==> config.mk <==
export PLATFORM = sky130hd
export DESIGN_NAME = md5_gate
export DESIGN_NICKNAME = d
export VERILOG_FILES = /design/src/rtl/md5_pkg.sv /design/src/rtl/md5_aux_fn.sv /design/src/rtl/md5_gate.sv
export SDC_FILE = /design/constraint.sdc
export NUM_CORES = 1
export LEC_CHECK = 0
export CORE_UTILIZATION = 57
export DETAILED_ROUTE_END_ITERATION = 8
export GPL_TIMING_DRIVEN = 0
export PLACE_DENSITY = 0.93
export SYNTH_ARGS = -nofsm -noshare
export SYNTH_HDL_FRONTEND = slang
export SYNTH_SLANG_ARGS = --single-unit
==> constraint.sdc <==
create_clock -name clk -period 15.5 [get_ports clk]
set_input_delay 3.1 -clock clk [delete_from_list [all_inputs] [get_ports clk]]
set_output_delay 3.1 -clock clk [all_outputs]
set_load 0.005 [all_outputs]
==> src/rtl/md5_pkg.sv <==
// rtl/md5_pkg.sv - shared MD5 step constants: default word width and aux-function selects
package md5_pkg;
  localparam int MD5_WIDTH = 32;

  localparam logic [1:0] FSEL_F = 2'd0;
  localparam logic [1:0] FSEL_G = 2'd1;
  localparam logic [1:0] FSEL_H = 2'd2;
  localparam logic [1:0] FSEL_I = 2'd3;
endpackage

==> src/rtl/md5_aux_fn.sv <==
// rtl/md5_aux_fn.sv - MD5 auxiliary functions F/G/H/I selected by fsel
module md5_aux_fn
  import md5_pkg::*;
#(
  parameter int WIDTH = MD5_WIDTH
) (
  input  logic [WIDTH-1:0] x,
  input  logic [WIDTH-1:0] y,
  input  logic [WIDTH-1:0] z,
  input  logic [1:0]       fsel,
  output logic [WIDTH-1:0] f
);

  always_comb begin
    f = '0;
    case (fsel)
      FSEL_F:  f = (x & y) | (~x & z);
      FSEL_G:  f = (x & z) | (y & ~z);
      FSEL_H:  f = x ^ y ^ z;
      FSEL_I:  f = y ^ (x | ~z);
      default: f = '0;
    endcase
  end

endmodule

==> src/rtl/md5_gate.sv <==
// rtl/md5_gate.sv - bit-level MD5 F gate plus a one-cycle registered MD5 step unit
module md5_gate
  import md5_pkg::*;
#(
  parameter int WIDTH = MD5_WIDTH
) (
  input  logic             clk,
  input  logic             rst,
  input  logic             a,
  input  logic             b,
  output logic             F,
  input  logic             in_valid,
  input  logic [WIDTH-1:0] wa,
  input  logic [WIDTH-1:0] wb,
  input  logic [WIDTH-1:0] wc,
  input  logic [WIDTH-1:0] wd,
  input  logic [WIDTH-1:0] m,
  input  logic [WIDTH-1:0] k,
  input  logic [4:0]       s,
  input  logic [1:0]       fsel,
  output logic             out_valid,
  output logic [WIDTH-1:0] result
);

  // F(X,Y,Z) with Z tied low collapses to a plain AND
  assign F = (a & b) | (~a & 1'b0);

  logic [WIDTH-1:0] aux;
  logic [WIDTH-1:0] sum;
  logic [WIDTH-1:0] rot;
  logic [WIDTH-1:0] result_d, result_q;
  logic             valid_d, valid_q;

  md5_aux_fn #(.WIDTH(WIDTH)) u_aux (
    .x    (wb),
    .y    (wc),
    .z    (wd),
    .fsel (fsel),
    .f    (aux)
  );

  assign sum = wa + aux + m + k;

  // Log-depth barrel rotate: stage i rotates by 2**i when s[i] is set
  always_comb begin
    rot = sum;
    for (int i = 0; i < 5; i++) begin
      if (s[i]) rot = (rot << (1 << i)) | (rot >> (WIDTH - (1 << i)));
    end
  end

  always_comb begin
    valid_d  = in_valid;
    result_d = result_q;
    if (in_valid) result_d = wb + rot;
  end

  always_ff @(posedge clk) begin
    if (rst) begin
      valid_q  <= 1'b0;
      result_q <= '0;
    end else begin
      valid_q  <= valid_d;
      result_q <= result_d;
    end
  end

  assign out_valid = valid_q;
  assign result    = result_q;

endmodule

==> impl_metrics.py, run 1 <==
metrics = {
    "worst_setup_path": {
        "worstSetupStartpointType": "input port",
        "cp_max_fo": 10,
        "critPathCaptureType": "flop",
        "worstPathRequired_ns": 15.67,
        "crit_arrival_ns": 13.24,
        "crit_slowest_cell": "a2111oi_0",
        "reg2regPathDepth": 2,
        "worstSetupPathType": "in2reg",
        "cp_common_cell": "clkbuf_1",
        "cpPeakStageDelay_ns": 0.81,
    },
    "logic_synthesis": {
        "synth_most_common_cell": "inv_1",
        "synth_top_cell_by_area": "fa_1",
        "ys.flop_type": "dfxtp_1",
        "syn_area_per_cell_sq_um": 7.30,
        "synth_edf_count": 0,
        "synth_seq_cells": 33,
        "yosysTopAreaCellShare": 0.120,
        "yosys_warnings": 0,
        "synthArstFlopShare": 0,
        "synthCells": 1443,
        "yosysSeqAreaShare": 0.0627,
        "synth.area.top_cells": "fa_1, ha_1, a21oi_1, dfxtp_1, mux2i_1",
        "netlist_area_sq_mm": 0.0105,
        "ys_types": 79,
        "ys_top_cells_by_count": "inv_1, a21oi_1, nor2_1",
        "syn-num-nets": 1772,
    },
    "route": {
        "wl_per_cell_um": 19.4,
        "dr.first_iter.drc_count": 1138,
        "ant_nets": 0,
        "drc_errors": 0,
        "finalWirelength_um": 37000,
        "first_pass_iters": 6,
        "vias_per_cell": 6.32,
        "num_vias": 12100,
    },
    "sta": {
        "hold_viol": 0,
        "setup_tns_ns": 0,
        "min_period_ns": 13.07,
        "finalCritPeriodShare": 0.843,
        "finClkSkew_ns": 0,
        "report.final.slew_viol_count": 0,
        "fmax_mhz": 76.5,
        "max-slew-margin-rel": 0.375,
        "rsz0062_at_grt": "false",
        "setup-violations-final": 0,
        "finalWorstSetupSlack_ns": 2.43,
        "worstMarginPinSlew_ns": 0.914,
    },
    "power_and_ir_drop": {
        "power_frac_seq": 0.059,
        "pwr-share-comb": 0.887,
        "p_int_w": 0.00106,
        "leakagePower_nw": 5.71,
        "p_sw_frac": 0.524,
        "p_sw_w": 0.00116,
        "power_density_mw_per_mm2": 167,
        "vdd_drop_max_mv": 0.159,
        "p_clk_frac": 0.053,
    },
    "finish": {
        "seq_area_sq_um": 661,
        "n_antenna_cell": 0,
        "drive_above_1_share": 0.0452,
        "area_delta_synth_final_pct": 26.1,
        "fillers": 1412,
        "multi_input_area_sq_mm": 0.00893,
        "final_nets": 2008,
    },
    "clock_tree": {
        "postCtsSetupRepairBufs": 0,
        "clock_latency_ns": 0.28,
        "cts_made_buffers": 5,
        "clockRootBuffer": "clkbuf_16",
        "htreeDepth": 2,
        "post_cts_resized": 0,
        "cts.sinks": 33,
        "cts_buffer_depth": 2,
        "cts_tree": "built",
        "clkSlewWorstSetupHoldPaths_ns": 0.06,
        "cts_hold_buf": 0,
    },
    "hold_path": {
        "hold_depth": 2,
        "hp-class": "reg2reg",
    },
    "run_status": {
        "outcome": "completed",
    },
    "die": {
        "pin_count": 238,
        "floorplan.initialDensity": 0.585,
        "die_y_um": 138,
        "die_width_um": 138,
        "dieArea_sq_mm": 0.0190,
        "num_rows": 49,
        "coreArea_sq_mm": 0.0180,
    },
    "grt": {
        "grt_pass1_vias": 11300,
        "grtUsageTotal": 0.394,
        "use_met1": 0.487,
        "grt.overflow.total": 0,
        "grt_antenna_before_repair": 0,
        "grt_start_max_net_pins": 12,
        "grt.busiest_layer": "met2",
        "grt_pass1_wl_um": 57700,
        "met3_usage": 0.0376,
        "use_met2": 0.661,
    },
    "flow_run": {
        "drv_cap": 0,
    },
    "place": {
        "dp_worst_setup_slack_ns": 2.64,
        "hpwl_um": 30500,
        "place.gp.congestion": 1.04,
        "numPortBuffers": 229,
    },
}
[cells in the final DEF (no fill, tap or decap), types with 21 or more instances in the layout]
cell / n
a21o_1: 26
a21oi_1: 142
a221oi_1: 23
clkbuf_1: 59
clkdlybuf4s50_1: 229
dfxtp_1: 33
fa_1: 63
ha_1: 62
inv_1: 163
mux2_2: 21
mux2i_1: 64
nand2_1: 95
nor2_1: 125
nor3_1: 93
o21ai_0: 74
o22ai_1: 28
xnor2_1: 51
xor2_1: 45
[flip-flops by register name, indices dropped and copies added, names as in the netlist]
register   flops
result        32
out_valid      1
[area by class of cell]
| type | count | area share |
|---|---|---|
| sequential | 33 | 0.0497 |
| clock inverter | 2 | 0.00282 |
| multi-input combinational | 1163 | 0.672 |
| timing repair buffer | 229 | 0.172 |
| buffer | 79 | 0.0234 |
| inverter | 168 | 0.0474 |
| tap | 229 | 0.0216 |
| clock buffer | 6 | 0.0104 |
[per-stage QoR]
stage	cell area [sq um]	hold WS (ns)	power, W	util	std cells
4_1_cts	13300	0.495	0.00217	0.737	1909
3_3_place_gp	13100	0.468	0.00198	0.728	1901
3_5_place_dp	13100	0.478	0.00203	0.728	1901
5_1_grt	13300	0.523	0.00239	0.737	1909
2_1_floorplan	10500	0.478	0.00153	-	1443
6_report	13300	0.494	0.00222	0.737	1909
[cell families after synthesis]
family / Yosys count / share of synthesized area
flops: 33 / 0.0627
xor+xnor: 96 / 0.0798
compound gates: 447 / 0.277
fa+ha+maj: 125 / 0.193
buf+inv: 247 / 0.0894
mux: 108 / 0.132
simple gates: 387 / 0.166
[worst max-delay path: cells and delay by family]
family	cells	cell delay, ns
and+or+nand+nor	4	0.70
muxes	3	1.20
adders and majority gates	3	1.22
buffers and inverters	4	1.61
xor gates and xnor gates	1	0.15
AOI/OAI and AO/OA	17	5.23
[metal layers]
metal	share of wire	wire length, um
met5	0	0
met4	0.067	2480
met3	0.090	3330
met2	0.46	17200
met1	0.38	14000
[path summary, 6_finish.rpt]
path	from	to	slack, ns
worst max-delay path	fsel[1]	result[31]$_SDFFE_PP0P_	2.43
worst min-delay path	result[3]$_SDFFE_PP0P_	result[3]$_SDFFE_PP0P_	0.49
worst max register to register	result[11]$_SDFFE_PP0P_	result[11]$_SDFFE_PP0P_	14.67
worst min register to register	result[3]$_SDFFE_PP0P_	result[3]$_SDFFE_PP0P_	0.49
[power by group through the flow]
| stage | clock (W) | combinational (W) | sequential, W |
|---|---|---|---|
| detailed placement | 0 | 0.00190 | 0.000131 |
| floorplan | 0 | 0.00139 | 0.000133 |
| finish | 0.000118 | 0.00197 | 0.000132 |
| global placement | 0 | 0.00185 | 0.000130 |
| CTS | 0.000118 | 0.00192 | 0.000131 |
| global route | 0.000122 | 0.00213 | 0.000135 |
(Power assumes the default switching activity.)
==> run 2, diff against run 1 <==
--- a/config.mk
+++ b/config.mk
@@ -5,10 +5,10 @@
 export SDC_FILE = /design/constraint.sdc
 export NUM_CORES = 1
 export LEC_CHECK = 0
-export CORE_UTILIZATION = 57
+export CORE_UTILIZATION = 48
 export DETAILED_ROUTE_END_ITERATION = 8
 export GPL_TIMING_DRIVEN = 0
-export PLACE_DENSITY = 0.93
+export PLACE_DENSITY = 0.84
 export SYNTH_ARGS = -nofsm -noshare
 export SYNTH_HDL_FRONTEND = slang
 export SYNTH_SLANG_ARGS = --single-unit
==> constraint.sdc (replaced) <==
create_clock -name clk -period 10.6 [get_ports clk]
set_input_delay 2.12 -clock clk [delete_from_list [all_inputs] [get_ports clk]]
set_output_delay 2.12 -clock clk [all_outputs]
set_load 0.005 [all_outputs]
==> run 2 against run 1 <==
  * Utilization down 11 points
  * Design area up 1.2%
  * Power up 47%
  * Sequential power up 45%
  * Clock skew unchanged
  * Clock power up 42%
  * Worst hold slack worse by 0.0065 ns
  * Largest power group unchanged
  * Wire length up 1.0%
  * Die area up 18%
  * Via count down 1.7%
==> impl_metrics.py, run 2 (same netlist as run 1, synthesis figures left out) <==
metrics = {
    "die": {
        "die_width_um": 150,
        "coreArea_sq_mm": 0.0213,
        "die_y_um": 150,
        "num_rows": 53,
        "dieArea_sq_mm": 0.0225,
        "pin_count": 238,
        "floorplan.initialDensity": 0.495,
    },
    "finish": {
        "layout.cells.most_common_list": "clkdlybuf4s50_1, inv_1, a21oi_1, nor2_1, nand2_1",
        "final_nets": 2008,
        "final_common_cell": "clkdlybuf4s50_1",
        "area_delta_synth_final_pct": 27.6,
        "drive_above_1_share": 0.0673,
        "stdcell_count": 1956,
        "largest_reg_flops": 32,
    },
    "power_and_ir_drop": {
        "vdd_drop_max_mv": 0.103,
        "power_density_mw_per_mm2": 242,
        "leakagePower_nw": 5.79,
    },
    "sta": {
        "setup_tns_ns": 0,
        "hold_viol": 0,
        "worstMarginPinSlew_ns": 0.701,
        "rsz0062_at_grt": "false",
        "report.final.slew_viol_count": 0,
        "max-slew-margin-rel": 0.533,
        "finalCritPeriodShare": 0.966,
        "fmax_mhz": 97.7,
        "setup-violations-final": 0,
        "min_period_ns": 10.24,
        "finClkSkew_ns": 0,
    },
    "grt": {
        "grt.overflow.total": 0,
        "grt_pass1_vias": 11000,
        "grt_antenna_before_repair": 1,
        "grtUsageTotal": 0.331,
        "grt_start_max_net_pins": 13,
        "grt_pass1_wl_um": 57800,
    },
    "flow_run": {
        "drv_cap": 0,
    },
    "route": {
        "drc_errors": 0,
        "first_pass_iters": 7,
        "dr.first_iter.drc_count": 900,
        "wl_per_cell_um": 19.1,
        "finalWirelength_um": 37400,
        "vias_per_cell": 6.06,
        "num_vias": 11900,
        "ant_nets": 0,
    },
    "worst_setup_path": {
        "regToRegSetupSlack_ns": 9.80,
        "reg2regPathDepth": 3,
        "worstSetupPathType": "in2reg",
        "crit_slowest_cell": "fa_1",
        "reg2reg_to": "result[30]$_SDFFE_PP0P_",
        "cpPeakStageDelay_ns": 0.57,
        "worstReg2RegStart": "result[30]$_SDFFE_PP0P_",
        "worstPathRequired_ns": 10.77,
        "crit_arrival_ns": 10.41,
        "critPathCaptureType": "flop",
        "cp_max_fo": 10,
        "worstSetupStartpointType": "input port",
    },
    "hold_path": {
        "hp-class": "reg2reg",
        "hp-start": "result[23]$_SDFFE_PP0P_",
        "hold_end": "result[23]$_SDFFE_PP0P_",
        "hold_depth": 2,
    },
    "place": {
        "hpwl_um": 31400,
        "place.gp.congestion": 0.966,
        "numPortBuffers": 229,
        "numPlacedInstances": 1947,
    },
    "clock_tree": {
        "clkSlewWorstSetupHoldPaths_ns": 0.05,
        "cts.sinks": 33,
        "cts_made_buffers": 5,
        "htreeDepth": 2,
        "cts_tree": "built",
        "cts_buffer_depth": 2,
        "clock_latency_ns": 0.28,
        "clockRootBuffer": "clkbuf_16",
    },
    "run_status": {
        "outcome": "completed",
    },
}
run 2: cell type report:
| cell class | count | area, sq um |
|---|---|---|
| diodes | 1 | 2.50 |
| plain buffers | 79 | 347 |
| clock buffers | 5 | 125 |
| clock inverters | 3 | 46.3 |
| fillers | 1906 | 7840 |
| inverters | 168 | 631 |
| multi-input cells | 1163 | 9000 |
| flip-flops and latches | 33 | 661 |
| well taps | 275 | 344 |
| repair buffers | 229 | 2290 |
run 2: repair_timing:
action / CTS / global route
hold endpoints to repair: 0 / 0
endpoints found under the setup margin: 11 / 4
buffers inserted: 0 / 0
resized for setup: 27 / 24
hold buffers: 0 / 0
run 2: where the power goes:
group          internal, W  leakage (nW)  switching [W]
clock network     0.000111        0.0800      0.0000565
logic              0.00127          5.43        0.00162
registers         0.000169         0.273      0.0000231
run 2: how the worst max path moves through the flow:
stage	slack [ns]	to	depth (start not counted)	start
6_report	0.36	result[31]$_SDFFE_PP0P_	33	fsel[0]
5_1_grt	0.04	result[31]$_SDFFE_PP0P_	34	fsel[0]
4_1_cts	0.02	result[31]$_SDFFE_PP0P_	33	fsel[1]
3_5_place_dp	-1.39	result[31]$_SDFFE_PP0P_	32	fsel[0]
3_3_place_gp	-1.28	result[31]$_SDFFE_PP0P_	32	fsel[0]
2_1_floorplan	0.73	result[31]$_SDFFE_PP0P_	34	fsel[0]
run 2: metal layers:
layer / vias to the layer above / global-route usage / share of wire
li1: 5630 / - / -
met1: 5579 / 0.419 / 0.41
met3: 76 / 0.0188 / 0.073
met4: 0 / 0.132 / 0.041
met5: - / 0 / 0
met2: 575 / 0.584 / 0.48
run 2: worst max-delay path: cells and delay by family:
kind            cells  cell delay, ns
buf+inv             5            1.15
mux                 3            1.13
compound gates     16            3.64
fa+ha+maj           3            1.10
simple gates        6            1.27
run 2: per-stage QoR:
step	setup WS [ns]	utilization	total power [W]	area, sq um	hold WS [ns]
final	0.361	0.632	0.00326	13400	0.488
after detailed placement	-1.39	0.619	0.00299	13200	0.477
after CTS	0.0157	0.629	0.00319	13400	0.492
after floorplan	0.729	-	0.00223	10500	0.478
after global routing	0.0357	0.632	0.00353	13400	0.523
after global placement	-1.28	0.619	0.00294	13200	0.467
==> run 3, diff against run 2 <==
--- a/config.mk
+++ b/config.mk
@@ -7,7 +7,6 @@
 export LEC_CHECK = 0
 export CORE_UTILIZATION = 48
 export DETAILED_ROUTE_END_ITERATION = 8
-export GPL_TIMING_DRIVEN = 0
 export PLACE_DENSITY = 0.84
 export SYNTH_ARGS = -nofsm -noshare
 export SYNTH_HDL_FRONTEND = slang
==> run 3 against run 2 <==
  * First-iteration DRC count decreased by 11%
  * Worst setup slack improved by 0.34 ns
  * Wire length decreased by 7.7%
  * Non-clock buffer count decreased by 24
  * Largest power group unchanged
  * Final cell count decreased by 1.1%
  * Critical path type unchanged
  * Sequential cell count unchanged
  * Fmax increased by 3.5%
  * Design area increased by 0.24%
  * Clock power decreased by 18%
  * Combinational power increased by 1%
==> impl_metrics.py, run 3 (same netlist as run 1, synthesis figures left out) <==
metrics = {
    "route": {
        "vias_per_cell": 5.99,
        "finalWirelength_um": 34500,
        "ant_nets": 0,
        "drc_errors": 0,
        "num_vias": 11600,
        "first_pass_iters": 6,
        "wl_per_cell_um": 17.8,
        "dr.first_iter.drc_count": 805,
    },
    "run_status": {
        "outcome": "completed",
    },
    "die": {
        "num_rows": 53,
        "die_width_um": 150,
        "die_y_um": 150,
        "pin_count": 238,
        "coreArea_sq_mm": 0.0213,
        "floorplan.initialDensity": 0.495,
        "dieArea_sq_mm": 0.0225,
    },
    "power_and_ir_drop": {
        "power_density_mw_per_mm2": 242,
        "vdd_drop_max_mv": 0.0988,
        "leakagePower_nw": 5.86,
    },
    "sta": {
        "setup_tns_ns": 0,
        "max-slew-margin-rel": 0.162,
        "fmax_mhz": 101,
        "report.final.slew_viol_count": 0,
        "finalCritPeriodShare": 0.934,
        "worstMarginPinSlew_ns": 1.25,
        "hold_viol": 0,
        "holdWs_ns": 0.494,
        "rsz0062_at_grt": "false",
        "setup-violations-final": 0,
        "min_period_ns": 9.90,
        "finClkSkew_ns": 0,
    },
    "place": {
        "hpwl_um": 29000,
        "numPortBuffers": 237,
        "place.gp.congestion": 1.00,
        "numPlacedInstances": 1923,
    },
    "worst_setup_path": {
        "cpPeakStageDelay_ns": 0.57,
        "crit_slowest_cell": "fa_1",
        "path_delay_family": "compound AO/OA/AOI/OAI gates",
        "cp_num_buf_inv": 7,
        "worstSetupStartpointType": "input port",
        "worstSetupPathType": "in2reg",
        "cp_common_cell": "buf_4",
        "worstPathRequired_ns": 10.77,
        "crit_arrival_ns": 10.06,
        "critPathCaptureType": "flop",
        "cp_max_fo": 56,
    },
    "finish": {
        "final_common_cell": "clkdlybuf4s50_1",
        "layout.cells.most_common_list": "clkdlybuf4s50_1, inv_1, a21oi_1, nor2_1, nand2_1",
        "drive_above_1_share": 0.0725,
        "largest_reg_flops": 32,
        "area_delta_synth_final_pct": 28.0,
        "stdcell_count": 1934,
        "final_nets": 1984,
        "utilization": 0.633,
    },
    "hold_path": {
        "hp-class": "reg2reg",
    },
    "grt": {
        "grtUsageTotal": 0.308,
        "grt_antenna_before_repair": 3,
        "grt_pass1_vias": 10800,
        "grt_start_max_net_pins": 57,
        "grt_pass1_wl_um": 55000,
        "grt.overflow.total": 0,
    },
    "clock_tree": {
        "cts_tree": "built",
        "clockRootBuffer": "clkbuf_16",
        "clkSlewWorstSetupHoldPaths_ns": 0.05,
        "cts_buffer_depth": 2,
        "cts_made_buffers": 5,
        "htreeDepth": 2,
        "clock_latency_ns": 0.27,
        "cts.sinks": 33,
        "postCtsSetupRepairBufs": 0,
    },
    "flow_run": {
        "drv_cap": 0,
    },
}
-- run 3: changes by cell type in the layout (fill, tap and decap cells not counted), sizes merged --
cell           change
buf               +29
bufinv             -1
clkbuf            -58
clkdlybuf4s50      +4
clkinv             +1
diode              +2
dlymetal6s2s       +1
-- run 3: final timing paths --
| path | start | end | slack [ns] | depth (start not counted) |
|---|---|---|---|---|
| setup / recovery | fsel[0] | result[31]$_SDFFE_PP0P_ | 0.70 | 36 |
| setup reg to reg | result[30]$_SDFFE_PP0P_ | result[30]$_SDFFE_PP0P_ | 9.75 | 3 |
| hold reg to reg | result[15]$_SDFFE_PP0P_ | result[15]$_SDFFE_PP0P_ | 0.49 | 2 |
| hold / removal | result[15]$_SDFFE_PP0P_ | result[15]$_SDFFE_PP0P_ | 0.49 | 2 |
-- run 3: worst register-to-register path, cell delays in order, from the launching register on --
cell	delay [ns]
dfxtp_1	0.31
nand2_1	0.06
o21ai_0	0.08
a211o_1	0.29
-- run 3: where the power goes --
group	total, W	internal (W)	switching, W
Combinational	0.00294	0.00134	0.00160
Sequential	0.000190	0.000169	0.0000214
Clock	0.000138	0.0000859	0.0000522
Total	0.00327	0.00159	0.00168
-- run 3: stage by stage --
step | power [W] | setup slack, ns | instance area (sq um)
floorplan | 0.00223 | 0.729 | 10500
global placement | 0.00301 | 0.416 | 13300
detailed placement | 0.00306 | 0.376 | 13300
CTS | 0.00322 | 0.619 | 13500
global route | 0.00355 | 0.0860 | 13500
finish | 0.00327 | 0.702 | 13500
-- run 3: per-layer routing --
metal  vias up  routed length [um]  track usage
met5         -                   0            0
met3        85                2550       0.0309
met4         0                1570        0.146
li1       5594                   -            -
met2       529               16300        0.517
met1      5380               14100        0.395
-- run 3: area by class of cell --
cell class              count  area [sq um]
multi-input cells        1163          8940
inverters                 168           631
flip-flops and latches     33           661
repair buffers            284          2760
diodes                      3          7.51
fillers                  1814          7800
clock inverters             3          17.5
well taps                 275           344
clock buffers               5           125
-- run 3: repair_timing --
item	in CTS	in global routing
endpoints found under the setup margin	0	1
gates resized for setup	0	4
endpoints found under the hold margin	0	0
hold buffers	0	0
